==> src/rtl/i2s_mic_rx_stream.sv <==
// I2S master receiver for MEMS microphones: generates SCK/WS, deserialises slots
// and queues channel-tagged samples in a small valid/ready FIFO with a sticky overrun flag.
module i2s_mic_rx_stream #(
  parameter int unsigned SCK_DIV_LOG2 = 3,
  parameter int unsigned SLOT_BITS    = 32,
  parameter int unsigned DATA_W       = 24,
  parameter bit          STEREO       = 1'b0,
  parameter bit          LR_SEL       = 1'b0,
  parameter int unsigned FIFO_DEPTH   = 4
) (
  input  logic              clk,
  input  logic              reset,
  input  logic              enable,
  output logic              lr,
  output logic              sck,
  output logic              ws,
  input  logic              sd,
  output logic [DATA_W-1:0] out_data,
  output logic              out_chan,
  output logic              out_valid,
  input  logic              out_ready,
  output logic              overrun,
  input  logic              clr_overrun
);

  localparam int unsigned DW = SCK_DIV_LOG2 + 1;
  localparam int unsigned BW = (SLOT_BITS > 1) ? $clog2(SLOT_BITS) : 1;
  localparam int unsigned AW = (FIFO_DEPTH > 1) ? $clog2(FIFO_DEPTH) : 1;

  localparam logic [DW-1:0] D_RISE  = DW'((1 << SCK_DIV_LOG2) - 1);
  localparam logic [DW-1:0] D_LAST  = '1;
  localparam logic [BW-1:0] B_LAST  = BW'(SLOT_BITS - 1);
  localparam logic [BW-1:0] B_MSB   = BW'(DATA_W);
  localparam logic [AW:0]   DEPTH_C = (AW + 1)'(FIFO_DEPTH);

  typedef struct packed {
    logic              chan;
    logic [DATA_W-1:0] data;
  } entry_t;

  logic [DW-1:0]     d_q;
  logic [DW-1:0]     d_next;
  logic [BW-1:0]     b_q;
  logic [DATA_W-1:0] shift_q;
  logic              slot_valid_q;
  logic              d_wrap;
  logic              slot_end;
  logic              sample_now;
  logic              in_window;
  logic              push;

  assign lr         = LR_SEL;
  assign d_next     = d_q + 1'b1;
  assign d_wrap     = (d_q == D_LAST);
  assign slot_end   = enable && d_wrap && (b_q == B_LAST);
  assign sample_now = enable && (d_q == D_RISE);
  // Bit 0 of each slot is the I2S one-bit delay; bits past DATA_W are padding.
  assign in_window  = (b_q != '0) && (b_q <= B_MSB);
  assign push       = slot_end && slot_valid_q && (STEREO || (ws == LR_SEL));

  // NOTE: every register below is written with <= so all flops see pre-edge values.
  always_ff @(posedge clk or posedge reset) begin
    if (reset) begin
      d_q          <= '0;
      b_q          <= '0;
      sck          <= 1'b0;
      ws           <= 1'b1;
      shift_q      <= '0;
      slot_valid_q <= 1'b0;
    end else if (!enable) begin
      d_q          <= '0;
      b_q          <= '0;
      sck          <= 1'b0;
      ws           <= 1'b1;
      shift_q      <= '0;
      slot_valid_q <= 1'b0;
    end else begin
      d_q <= d_next;
      // P is a power of two, so d >= P is exactly the divider MSB.
      sck <= d_next[DW-1];
      if (d_wrap) begin
        b_q <= (b_q == B_LAST) ? '0 : b_q + 1'b1;
      end
      if (sample_now && in_window) begin
        shift_q <= (shift_q << 1) | DATA_W'(sd);
      end
      if (slot_end) begin
        ws           <= ~ws;
        slot_valid_q <= 1'b1;
      end
    end
  end

  entry_t        mem [FIFO_DEPTH];
  entry_t        head;
  logic [AW-1:0] wr_ptr;
  logic [AW-1:0] rd_ptr;
  logic [AW:0]   count;
  logic          pop;
  logic          accept;

  assign out_valid = (count != '0);
  assign pop       = out_valid && out_ready;
  assign accept    = push && ((count < DEPTH_C) || pop);
  assign head      = mem[rd_ptr];
  assign out_data  = out_valid ? head.data : '0;
  assign out_chan  = out_valid ? head.chan : 1'b0;

  // NOTE: the storage array has no reset; its contents are masked until count says valid.
  always_ff @(posedge clk) begin
    if (accept) begin
      mem[wr_ptr] <= '{chan: ws, data: shift_q};
    end
  end

  always_ff @(posedge clk or posedge reset) begin
    if (reset) begin
      wr_ptr  <= '0;
      rd_ptr  <= '0;
      count   <= '0;
      overrun <= 1'b0;
    end else begin
      if (accept) begin
        wr_ptr <= wr_ptr + 1'b1;
      end
      if (pop) begin
        rd_ptr <= rd_ptr + 1'b1;
      end
      case ({accept, pop})
        2'b10:   count <= count + 1'b1;
        2'b01:   count <= count - 1'b1;
        default: count <= count;
      endcase
      // A drop in the same cycle as a clear wins, so no loss goes unreported.
      if (push && !accept) begin
        overrun <= 1'b1;
      end else if (clr_overrun) begin
        overrun <= 1'b0;
      end
    end
  end

endmodule
==> config.mk <==
export PLATFORM = sky130hd
export DESIGN_NAME = i2s_mic_rx_stream
export DESIGN_NICKNAME = d
export VERILOG_FILES = /design/src/rtl/i2s_mic_rx_stream.sv
export SDC_FILE = /design/constraint.sdc
export NUM_CORES = 1
export LEC_CHECK = 0
export BUFFER_PORTS_ARGS = -buffer_cell sky130_fd_sc_hd__buf_2
export CAP_MARGIN = 25
export CELL_PAD_IN_SITES_DETAIL_PLACEMENT = 1
export CELL_PAD_IN_SITES_GLOBAL_PLACEMENT = 2
export CORE_ASPECT_RATIO = 2
export CORE_MARGIN = 4
export CORE_UTILIZATION = 35
export CTS_CLUSTER_DIAMETER = 60
export DETAILED_ROUTE_END_ITERATION = 8
export GPL_TIMING_DRIVEN = 0
export PLACE_DENSITY = 0.74
export SLEW_MARGIN = 20
export SYNTH_ARGS = -nofsm -noshare
export SYNTH_HDL_FRONTEND = slang
export SYNTH_SLANG_ARGS = --single-unit
==> constraint.sdc <==
create_clock -name clk -period 4.16 [get_ports clk]
set_clock_uncertainty 0.1 [all_clocks]
set_input_delay 0.832 -clock clk [delete_from_list [all_inputs] [get_ports clk]]
set_output_delay 0.832 -clock clk [all_outputs]
set_load 0.02 [all_outputs]
**Yosys cells after proc, flatten, opt, wreduce, memory -nomap -nowiden**

Memories as Yosys holds them, arrays and structs flattened.
Index checks and enable logic that the tools add are counted.

- Register bits: 44
- Bits in writable memories: 100
- Input port bits: 6
- Output and inout port bits: 30
- Logic and storage cells: 63
- Memories kept: 1

Memory list:

| memory | words | bits a word | read ports | clocked after memory_dff | write ports | RTL line | source |
|---|---|---|---|---|---|---|---|
| mem | 4 | 25 | 1 | 0 | 1 | 94 | `entry_t mem [FIFO_DEPTH];` |

- Add/subtract/negate cells: 6
- $lt $le $gt $ge: 2
- Equality and inequality tests: 8
- Multiplexer cells: 18
- Bitwise gates (word level): 2
- Reduce and logical (&&, ||, !) cells: 16

Operators with widths:

| operator | count |
|---|---|
| 2-to-1 mux 24 bit | 3 |
| bitwise OR 24 x 1 -> 24 bit | 1 |
| 2-to-1 mux 5 bit | 3 |
| logical AND 1 bit | 10 |
| 2-to-1 mux 1 bit | 10 |
| != test 2 x 1 -> 1 bit (second input constant) | 3 |
| one-hot mux 3 bit (2 select lines) | 1 |
| adder 5 x 1 -> 5 bit (second input constant) | 1 |
| == test 5 bit (second input constant) | 1 |
| <= comparator 5 bit (second input constant) | 1 |
| nonzero test 5 bit | 1 |
| adder 2 x 1 -> 2 bit (second input constant) | 2 |
| adder 4 x 1 -> 4 bit (second input constant) | 1 |
| == test 4 x 3 -> 1 bit (second input constant) | 1 |
| == test 4 bit (second input constant) | 1 |
| 2-to-1 mux 4 bit | 1 |
| nonzero test 2 bit | 2 |
| adder 3 x 1 -> 3 bit (second input constant) | 1 |
| less-than comparator 3 bit (second input constant) | 1 |
| nonzero test 3 bit | 1 |
| subtractor 3 x 1 -> 3 bit (second input constant) | 1 |
| == test 2 x 1 -> 1 bit (second input constant) | 1 |
| == test 2 bit (second input constant) | 1 |
| logical NOT 1 bit | 1 |
| other kinds (2) | 2 |

**Depth between registers and ports, before layout**

Gate-level depths: netlist of the first run.

- Depth after elaboration: 9
- Gate-level depth with buffers: 12
- Depth with buffers taken out: 12

**Least setup slack after synthesis of the first run**

OpenSTA, ideal clock, no wires.

- Kind: reg2reg
- Start: reg b_q[0]
- End: mem mem[0][0] (netlist name), enable pin
- Setup time: 384 ps
- Arrival time: 2245 ps
- Data required time: 3676 ps
- Slack: 1431 ps
- Stages on the path, launching flop included: 7
- Path buffers: 0
- Period minus slack after synthesis: 2729 ps
- Path through: dfrtp_1 ha_1 and3_2 ha_1 nand4_2 nor4b_4 and2_1

- Cells in the longest elaborated chain, start to end: 7

Ends and longest elaborated chain:

| element | RTL line | source |
|---|---|---|
| from (decl) | 43 | `logic [BW-1:0] b_q;` |
| from (signal assigned) | 82 | `b_q <= (b_q == B_LAST) ? '0 : b_q + 1'b1;` |
| == test 5 bit | 55 | `assign slot_end = enable && d_wrap && (b_q == B_LAST);` |
| logical AND 1 bit | 55 |  |
| logical AND 1 bit (2 in a row) | 59 | `assign push = slot_end && slot_valid_q && (STEREO \|\| (ws == LR_SEL));` |
| logical AND 1 bit | 104 | `assign accept = push && ((count < DEPTH_C) \|\| pop);` |
| 2-to-1 mux 1 bit | 111 | `if (accept) begin` |
| 2-to-1 mux 1 bit (not written as such) | 112 | `mem[wr_ptr] <= '{chan: ws, data: shift_q};` |
| to (decl) | 94 |  |

No other way between the ends.

**Worst setup path after layout of the first run**

- Start: reg rd_ptr[1]
- End: out out_data[10]

- Cells in the longest elaborated chain, start to end: 2

Ends and longest elaborated chain:

| element | RTL line | source |
|---|---|---|
| from (decl) | 97 | `logic [AW-1:0] rd_ptr;` |
| from (signal assigned) | 127 | `rd_ptr <= rd_ptr + 1'b1;` |
| memory read (4 x 25 bit) | n/a |  |
| 2-to-1 mux 24 bit | 106 | `assign out_data = out_valid ? head.data : '0;` |
| to (decl) | 18 | `output logic [DATA_W-1:0] out_data,` |

No other way between the ends.

==> metrics.md, run 1 <==
| Metric | Value |
|---|---|
| Status | complete, no violations |
| Yosys warning total | 0 |
| Sequential fraction of the synthesis area | between 60 and 70% |
| First-pass GRT wire length | between 15000 and 20000 µm |
| PwrDens | approximately 430 nW/µm² |
| Ys async rst share | between 30% and 40% |
| RSZ-0062 raised after global routing | no |
| Worst r2r src | b_q[0]$_DFFE_PP0P_ |
| Primary FF master, synth | edfxtp_1 |
| CTS H-tree depth | 4 |
| Psw | about 580 µW |
| Post_cts resized | 0 |
| CP Data Arrival Time | between 2 and 2.5 ns |
| Antenna cells | 0 |
| Rows | 66 |
| Vias in the first global route | 3392 |
| Mapped cell area | approximately 6000 µm² |
| Commonest non-fill, non-tap cell in the layout | edfxtp_1 |
| Placed cells | 577 |
| Leakage | between 0.002 and 0.003 µW |
| Required time worst endpoint | 3.23 ns |
| Final slew viol count | 0 |
| Clock Latency Late Sink | between 0.4 and 0.5 ns |
| Number of max-cap violations | 0 |
| Clk sink count | between 100 and 150 |
| Max transition margin | a little over half |
| Global route overflow | 0 |
| HP Class | in2async |
| Design internal power | roughly 2400 µW |
| FF-to-FF End | count[1]$_DFFE_PP0P_ |
| Starting density of the core | a little over a third |
| Final RePlAce weighted congestion | 0.724 |
| Avg Vias per Cell | roughly 4.8 |
| Maximum vdd drop | around 0.00031 V |
| Final hold vios | 0 |
| Clock power frac | around half |
| Final Net Count | 408 |
| Post-CTS setup buffers | 0 |
| Final setup fails | 0 |
| Worst Max-Slew Pin Slew | approximately 0.69 ns |
| Share of cells above drive strength 1 | 27.9% |
| Post-synth EDFFs | 100 |
| Die Width | around 100 µm |
| Minimum clock period | roughly 3.2 ns |
| Initial antenna violation count | 0 |
| Final period util | between 70 and 80% |
| Final non-filler cell total | 609 |
| DIE HEIGHT | 191 µm |
| Hold buffers post-CTS | 0 |
| DRT Wirelength | about 11000 µm |
| Comb pwr share | 0.9% |
| Tot GR Track Use | around an eighth |
| Mean post-synth cell area | 17.4 µm² |
| 1st-iter DRT viols | roughly 110 |
| Area delta synth->final | 19.5% |
| Post-route ant nets | 0 |
| Crit end category | primary output |
| CP Launch Type | flop |
| Reg2reg setup slack | roughly 1.2 ns |
| Drc violations | 0 |
| Root Driver | clkbuf_16 |
| Synthesized instance count | roughly 340 |
| CTS Buf Count | 17 |
| Cell variety after synth | 38 |
| I/O Buffers | 33 |
| Final HPWL DP | roughly 8000 µm |
| Hold Slack | 0.319 ns |
| Die area | 19000 µm² |
| Yosys reg bits | about 140 |
| Core area | 16400 µm² |
| Max Clock Freq | a little over 300 MHz |
| # IOs | 36 |
| R2R depth | 10 |
| # fillers | 1611 |
| Maximum clock path buffer count | 2 |
| Syn Nets | around 350 |
| Routed len/inst | around 18 µm |
| Vias | about 3000 |
| TritonRoute pass-1 iters | 4 |
| Crit path kind | reg2out |
| Clock slew at reported path FFs | roughly 0.060 ns |
| CTS tree | built |
| Largest net degree at the start of global routing | 27 |
| Peak fanout along the critical path | 10 |
| Most frequent cells in the layout | edfxtp_1, dfrtp_1, buf_2 |
| Sequential share of power | around half |
| Net Sw Frac | 19.1% |
| Sum of negative setup slack | 0 ns |
==> flip-flops by register name, indices dropped and copies added (netlist names) <==
register	cells
mem	100
shift_q	24
b_q	5
d_q	4
count	3
rd_ptr	2
wr_ptr	2
overrun	1
slot_valid_q	1
ws	1
==> per-stage QoR <==
step	utilization, %	setup slack (ns)	power, µW	instance area, µm²
global placement	38.3	0.669	1570	6270
floorplan	-	1.43	1560	5850
CTS	42.7	0.894	3060	6990
global route	42.7	0.804	3120	6990
finish	42.7	0.947	3020	6990
detailed placement	39.1	1.18	1570	6400
==> routing by layer <==
metal	share of wire (%)	wire, µm	up-vias	GRT usage, %
met5	0	0	-	0
met4	1.9	208	0	5.68
met3	2.2	246	13	2.64
met2	61	6690	38	24.6
met1	35	3900	1523	13.3
li1	-	-	1358	-
==> critical path, cell delays in order (launching register included) <==
cell      delay [ns]
dfrtp_1         0.33
buf_2           0.24
clkbuf_1        0.57
mux4_2          0.40
and2_1          0.17
buf_2           0.15
==> final cells by class <==
type                    count  area, µm²  area share (%)
flip-flops and latches    143       4080            58.4
multi-input cells         166       1620            23.2
clock buffers              22        474            6.79
repair buffers             38        295            4.23
well taps                 204        255            3.65
clock inverters            10        111            1.59
plain buffers              16        109            1.56
inverters                  10       37.5           0.537
==> synthesized netlist by cell type (4+ instances only) <==
cell	n	area share, %
ha_1	9	1.9
buf_2	4	0.34
edfxtp_1	100	51
and2_1	33	3.5
xnor2_1	4	0.60
dfrtp_1	42	18
nand2_1	30	1.9
mux4_2	25	9.6
clkbuf_1	7	0.45
xor2_1	5	0.75
mux2i_1	26	4.5
inv_1	10	0.64
==> worst max path at each step <==
stage                                from                    to  slack (ns)  depth (start not counted)
floorplan              b_q[0]$_DFFE_PP0P_   mem[0][0]$_DFFE_PP_        1.43                          6
global placement       b_q[0]$_DFFE_PP0P_  mem[0][20]$_DFFE_PP_        0.67                          6
detailed placement     b_q[0]$_DFFE_PP0P_  count[1]$_DFFE_PP0P_        1.18                         10
CTS                 rd_ptr[1]$_DFFE_PP0P_          out_data[10]        0.89                          5
global route        rd_ptr[1]$_DFFE_PP0P_           out_data[5]        0.80                          5
finish              rd_ptr[1]$_DFFE_PP0P_          out_data[10]        0.95                          5
==> cell families after synthesis <==
kind of cell             count (synthesis)  synth area share (%)
AND/OR/NAND/NOR                         84                  8.35
multiplexers                            52                  14.3
other                                    1                0.0642
flip-flops                             143                  69.8
buffers and inverters                   26                  2.50
adder cells (fa/ha/maj)                 10                  2.27
XOR/XNOR                                 9                  1.35
AO/OA/AOI/OAI                           10                  1.39
==> power groups by stage <==
stage,Sequential [µW],Combinational [µW],Clock (µW)
floorplan,1540,16.9,0
global placement,1540,26.7,0
detailed placement,1540,30.3,0
CTS,1510,30.7,1520
global route,1510,33.0,1580
finish,1510,28.5,1480
Note: power is estimated with default switching activity, not from simulation.
==> inputs of run 2 (changes only) <==
--- a/config.mk
+++ b/config.mk
@@ -5,6 +5,7 @@
 export SDC_FILE = /design/constraint.sdc
 export NUM_CORES = 1
 export LEC_CHECK = 0
+export ABC_AREA = 1
 export BUFFER_PORTS_ARGS = -buffer_cell sky130_fd_sc_hd__buf_2
 export CAP_MARGIN = 25
 export CELL_PAD_IN_SITES_DETAIL_PLACEMENT = 1
@@ -15,7 +16,7 @@
 export CTS_CLUSTER_DIAMETER = 60
 export DETAILED_ROUTE_END_ITERATION = 8
 export GPL_TIMING_DRIVEN = 0
-export PLACE_DENSITY = 0.74
+export PLACE_DENSITY = 0.83
 export SLEW_MARGIN = 20
 export SYNTH_ARGS = -nofsm -noshare
 export SYNTH_HDL_FRONTEND = slang
==> constraint.sdc (replaced) <==
create_clock -name clk -period 2.9 [get_ports clk]
set_clock_uncertainty 0.1 [all_clocks]
set_input_delay 0.58 -clock clk [delete_from_list [all_inputs] [get_ports clk]]
set_output_delay 0.58 -clock clk [all_outputs]
set_load 0.02 [all_outputs]
==> run 2 against run 1 <==
Effect of this change:
- synthesized cell count rose by 64%
- setup slack got worse by 0.80 ns
- area after synthesis rose by 5.1%
- non-clock buffer count rose by 11
- cell area rose by 5.7%
- global-route usage rose by 3.7 points
- hold slack got worse by 0.25 ns
- critical endpoint is now out_data[11]
- total power rose by 120%
- critical path type unchanged
- die area rose by 4.8%
- wire length rose by 40%
- utilization barely moved
- critical path depth rose by 1
==> metrics.md, run 2 <==
| Metric | Value |
|---|---|
| R2R depth | 11 |
| Status | complete, no violations |
| Final hold vios | 0 |
| Peak fanout along the critical path | 10 |
| # fillers | between 1500 and 2000 |
| Synth cell count leaders | nor2_1, edfxtp_1, nand2_1 |
| Max Clock Freq | 363 MHz |
| Syn Nets | roughly 570 |
| Hold buffers post-CTS | 0 |
| Largest register FFs | 100 |
| Final HPWL DP | ~11000 µm |
| RSZ-0062 raised after global routing | no |
| Final Net Count | ~620 |
| CTS tree | built |
| CP Launch Type | flop |
| FF+latch area | ~4100 µm² |
| Drc violations | 0 |
| Synthesized instance count | about 550 |
| Crit end category | primary output |
| Largest registers | mem x100, shift_q x24, b_q x5 |
| Mapped cell area | between 6000 and 7000 µm² |
| Design Power | ~6600 µW |
| Clk sink count | between 100 and 150 |
| Maximum clock path buffer count | 2 |
| 1st-iter DRT viols | around 190 |
| Synth area leaders | edfxtp_1, dfrtp_1, nor2_1 |
| DIE HEIGHT | approximately 200 µm |
| Yosys warning total | 0 |
| Post-route ant nets | 0 |
| Hold Slack | approximately 0.07 ns |
| Post-synth EDFFs | 100 |
| CTS Buf Count | 17 |
| Final core utilization | a little over two fifths |
| Worst Max-Slew Pin Slew | roughly 0.57 ns |
| PwrDens | between 800 and 900 nW/µm² |
| Crit path kind | reg2out |
| Avg Vias per Cell | 4.95 |
| Final slew viol count | 0 |
| Rows | 68 |
| Clock Latency Late Sink | approximately 0.43 ns |
| HP Class | in2async |
| Mean post-synth cell area | around 11 µm² |
| Root Driver | clkbuf_16 |
| Most common cell in the netlist | nor2_1 |
| Largest net degree at the start of global routing | 26 |
| Tot GR Track Use | 16.6% |
| Core area | 17300 µm² |
| Final setup fails | 0 |
| DRT Wirelength | ~15000 µm |
| Final period util | a little over nine tenths |
| Die area | a little under 20000 µm² |
| Initial antenna violation count | 0 |
| Maximum vdd drop | 0.000448 V |
| First-pass GRT wire length | 24200 µm |
| I/O Buffers | 33 |
| Post-synth top area share | a little under 50% |
| Post-CTS setup buffers | 0 |
| Commonest non-fill, non-tap cell in the layout | nor2_1 |
| Multi-input combinational cell area | 1750 µm² |
| Area delta synth->final | 20.1% |
| Antenna cells | 0 |
| Most frequent cells in the layout | nor2_1, edfxtp_1, nand2_1 |
| Cell variety after synth | 28 |
| Number of max-cap violations | 0 |
| Global route overflow | 0 |
| CP Data Arrival Time | roughly 2.1 ns |
| Vias | between 4000 and 5000 |
| Share of cells above drive strength 1 | 24.2% |
| Clock slew at reported path FFs | 0.06 ns |
| Yosys top cell by area | edfxtp_1 |
| Die Width | approximately 100 µm |
| Sequential fraction of the synthesis area | between 60% and 70% |
| Vias in the first global route | roughly 4600 |
| Primary FF master, synth | edfxtp_1 |
| Post_cts resized | 0 |
| Leakage | ~0.0033 µW |
| Ys async rst share | a little under a third |
| # IOs | 36 |
| TritonRoute pass-1 iters | 4 |
| Final RePlAce weighted congestion | around 0.76 |
| CTS H-tree depth | 4 |
| Routed len/inst | between 15 and 20 µm |
| Max transition margin | 61.7% |
| Required time worst endpoint | between 2 and 2.5 ns |
| Minimum clock period | 2.75 ns |
| Top reg by flops | mem |
| Yosys reg bits | 143 |
| Starting density of the core | around 36% |
==> run 2: cell types whose count changed in the layout (fill, tap and decap cells not counted), moves of 19 or more <==
| cell | before | now |
|---|---|---|
| mux2i_1 | 26 | 0 |
| nand2_1 | 30 | 55 |
| nor2_1 | 2 | 111 |
| and2_1 | 29 | 0 |
| mux4_2 | 25 | 0 |
| nand2_2 | 0 | 19 |
| a21oi_1 | 0 | 27 |
| o21ai_2 | 0 | 22 |
| o21ai_0 | 3 | 50 |
| inv_1 | 9 | 45 |
==> run 2: cells by family after synthesis <==
| group | count (synthesis) | share of synthesized area (%) |
|---|---|---|
| AND/OR/NAND/NOR | 206 | 14.8 |
| flip-flops | 143 | 66.4 |
| AO/OA/AOI/OAI | 108 | 10.1 |
| buffers and inverters | 77 | 5.54 |
| adder cells (fa/ha/maj) | 10 | 2.16 |
| XOR/XNOR | 6 | 0.855 |
| other | 1 | 0.0610 |
==> run 2: layer usage <==
metal | part of all wire [%] | GRT usage (%) | up-vias
met5 | 0 | 0 | -
met4 | 3.6 | 8.78 | 0
met3 | 2.8 | 3.68 | 33
met2 | 60 | 32.1 | 79
met1 | 34 | 15.5 | 2047
li1 | - | - | 1951
==> run 2: final cells by class <==
| type | count | share of cell area, % |
|---|---|---|
| Buffer | 27 | 2.14 |
| Clock buffer | 18 | 5.81 |
| Clock inverter | 14 | 2.92 |
| Inverter | 50 | 2.54 |
| Multi-Input combinational cell | 331 | 23.8 |
| Sequential cell | 143 | 55.3 |
| Tap cell | 210 | 3.56 |
| Timing Repair Buffer | 38 | 4.00 |
==> run 2: worst max-delay path: stages, from the launching register on <==
cell      delay (ns)
dfrtp_1         0.40
nor2_1          0.10
nand2_1         0.13
inv_2           0.18
clkbuf_1        0.47
a21oi_1         0.16
buf_2           0.21
==> run 2: final timing paths <==
check	from	to	slack, ns
worst min register to register	d_q[0]$_DFF_PP0_	d_q[0]$_DFF_PP0_	0.36
worst max-delay path	count[0]$_DFFE_PP0P_	out_data[11]	0.15
max in group asynchronous	reset	shift_q[1]$_DFFE_PP0P_	2.11
min in group clk	sd	shift_q[0]$_DFFE_PP0P_	0.32
worst max register to register	b_q[0]$_DFFE_PP0P_	count[2]$_DFFE_PP0P_	0.38
worst min-delay path	reset	shift_q[10]$_DFFE_PP0P_	0.07
==> run 2: stage by stage <==
| stage | setup TNS, ns | std cells | worst slack (ns) | cell area, µm² |
|---|---|---|---|---|
| finish | 0 | 831 | 0.145 | 7380 |
| global route | 0 | 831 | 0.0412 | 7380 |
| CTS | 0 | 831 | 0.0256 | 7380 |
| detailed placement | 0 | 799 | 0.150 | 6730 |
| global placement | -96.06 | 794 | -0.976 | 6570 |
| floorplan | 0 | 551 | 0.166 | 6140 |
==> run 2: power by group <==
group | total [µW] | switching, µW | internal [µW] | leakage [µW]
Clock | 2380 | 853 | 1520 | 0.000299
Combinational | 1960 | 1360 | 601 | 0.00128
Sequential | 2230 | 23.0 | 2210 | 0.00170
Total | 6570 | 2240 | 4330 | 0.00328
==> inputs of run 3 (changes only) <==
--- a/config.mk
+++ b/config.mk
@@ -17,6 +17,7 @@
 export DETAILED_ROUTE_END_ITERATION = 8
 export GPL_TIMING_DRIVEN = 0
 export PLACE_DENSITY = 0.83
+export RECOVER_POWER = 100
 export SLEW_MARGIN = 20
 export SYNTH_ARGS = -nofsm -noshare
 export SYNTH_HDL_FRONTEND = slang
==> run 3 against run 2 <==
Effect of this change:
- the flow now finishes with violations (max-capacitance violations, max-slew violations)
- cell count did not move
- flip-flop and latch count unchanged
- total power decreased by 0.28%
- die area stayed put
- utilization is 1.1 points lower
- clock-buffer cell count unchanged
- wire length is 0.37% higher
- register-to-register slack worse by 0.07 ns
- via count decreased by 0.95%
- largest power group unchanged
==> metrics.md, run 3 (same netlist as run 2, synthesis figures left out) <==
| Metric | Value |
|---|---|
| Routed len/inst | roughly 19 µm |
| Root Driver | clkbuf_16 |
| Peak fanout along the critical path | 10 |
| Clock slew at reported path FFs | 0.06 ns |
| HP Class | in2async |
| # fillers | 1937 |
| Final hold vios | 0 |
| Required time worst endpoint | 2.22 ns |
| Failing checks | max-capacitance violations, max-slew violations |
| Avg Vias per Cell | around 5 |
| Top reg by flops | mem |
| Final core utilization | between 40% and 50% |
| Max transition margin | -3.91% |
| Max Clock Freq | approximately 360 MHz |
| Initial antenna violation count | 0 |
| Maximum vdd drop | between 0.0004 and 0.0005 V |
| Comb pwr share | about 30% |
| Final non-filler cell total | 831 |
| Area delta synth->final | 17.0% |
| Commonest non-fill, non-tap cell in the layout | nor2_1 |
| Global route overflow | 0 |
| Clock power frac | between 30% and 40% |
| CTS tree | built |
| Tot GR Track Use | 16.6% |
| CP Data Arrival Time | about 2.1 ns |
| Rows | 68 |
| 1st-iter DRT viols | about 190 |
| Share of cells above drive strength 1 | around 19% |
| RSZ-0062 raised after global routing | no |
| DRT Wirelength | about 15000 µm |
| Hold Slack | around 0.21 ns |
| Psw | approximately 2200 µW |
| Met2 WL | 9240 µm |
| Clock Latency Late Sink | roughly 0.42 ns |
| Antenna cells | 0 |
| Final HPWL DP | 11000 µm |
| Status | finished, violations left |
| Minimum clock period | between 2 and 3 ns |
| Final period util | 96.3% |
| Crit end category | primary output |
| Final RePlAce weighted congestion | about 0.76 |
| PwrDens | slightly above 900 nW/µm² |
| Most frequent cells in the layout | nor2_1, edfxtp_1, o21ai_0 |
| Final Net Count | roughly 620 |
| Leakage | 0.00318 µW |
| I/O Buffers | 33 |
| First-pass GRT wire length | 24200 µm |
| Worst Max-Slew Pin Slew | approximately 1.6 ns |
| Core area | 17300 µm² |
| Hold buffers post-CTS | 0 |
| CP Launch Type | flop |
| Largest registers | mem x100, shift_q x24, b_q x5 |
| Clk sink count | approximately 140 |
| Die area | around 20000 µm² |
| Vias in the first global route | 4631 |
| Largest net degree at the start of global routing | 26 |
| Placed cells | between 700 and 800 |
| Starting density of the core | 35.6% |
| WL met1 | between 5000 and 6000 µm |
| Reg2reg setup slack | slightly above 0.3 ns |
| Met3 routed WL | 405 µm |
| Design internal power | 4310 µW |
| TritonRoute pass-1 iters | 4 |
| Crit path kind | reg2out |
| Die Width | 102 µm |
| Drc violations | 0 |
| Sequential share of power | roughly a third |
| CTS H-tree depth | 4 |
| Number of max-cap violations | 1 |
| Maximum clock path buffer count | 2 |
| Worst setup startpoint | count[0]$_DFFE_PP0P_ |
| Highest Signal Layer | met4 |
| Vias | 4071 |
| Net Sw Frac | 34.2% |
| Post-route ant nets | 0 |
| # IOs | 36 |
| DIE HEIGHT | 195 µm |
| Largest register FFs | 100 |
| Final slew viol count | 26 |
| Final setup fails | 0 |
| CTS Buf Count | 17 |
| Worst r2r src | b_q[1]$_DFFE_PP0P_ |
run 3: worst max-delay path, stage by stage (launching register included):
cell	delay [ns]
dfrtp_1	0.40
nor2_1	0.10
nand2_1	0.13
inv_2	0.18
clkbuf_1	0.49
a21oi_1	0.17
clkbuf_2	0.21
run 3: cell type report:
cell class                 count  area (µm²)  share of cell area, %
sequential                   143        4080                   56.7
multi-input combinational    331        1650                   23.0
clock buffer                  18         429                   5.97
tap                          210         263                   3.65
timing repair buffer          38         229                   3.18
clock inverter                14         215                   2.99
inverter                      50         188                   2.61
buffer                        27         134                   1.86
run 3: worst paths after layout:
kind / to / depth (start not counted)
worst max-delay path: out_data[11] / 6
worst min-delay path: shift_q[10]$_DFFE_PP0P_ / 2
worst max register to register: mem[3][15]$_DFFE_PP_ / 7
worst min register to register: d_q[0]$_DFF_PP0_ / 1
max in group asynchronous: shift_q[1]$_DFFE_PP0P_ / 3
min in group clk: shift_q[0]$_DFFE_PP0P_ / 3
run 3: through the flow:
step           power, µW  setup slack, ns  TNS, ns  instance area [µm²]
4_1_cts             6640           0.0256        0                 7380
5_1_grt             6890           0.0371        0                 7190
3_5_place_dp        4230            0.150        0                 6730
2_1_floorplan       3550            0.166        0                 6140
3_3_place_gp        4140           -0.976   -96.06                 6570
6_report            6550            0.107        0                 7190
run 3: power groups by stage:
stage                     Clock, µW  Combinational (µW)  Sequential, µW
after detailed placement          0                1960            2270
after global placement            0                1880            2270
final                          2380                1940            2230
after CTS                      2410                1990            2230
after global routing           2500                2160            2230
after floorplan                   0                1290            2260
run 3: layer usage:
metal	vias to the layer above	global-route usage, %
met5	-	0
met4	0	8.78
met3	29	3.68
met2	64	32.1
met1	2032	15.5
li1	1946	-
run 3: repair_timing:
item | 4_1_cts | 5_1_grt
gates resized for setup | 0 | 8
setup endpoints to repair | 0 | 7
setup buffers | 0 | 0
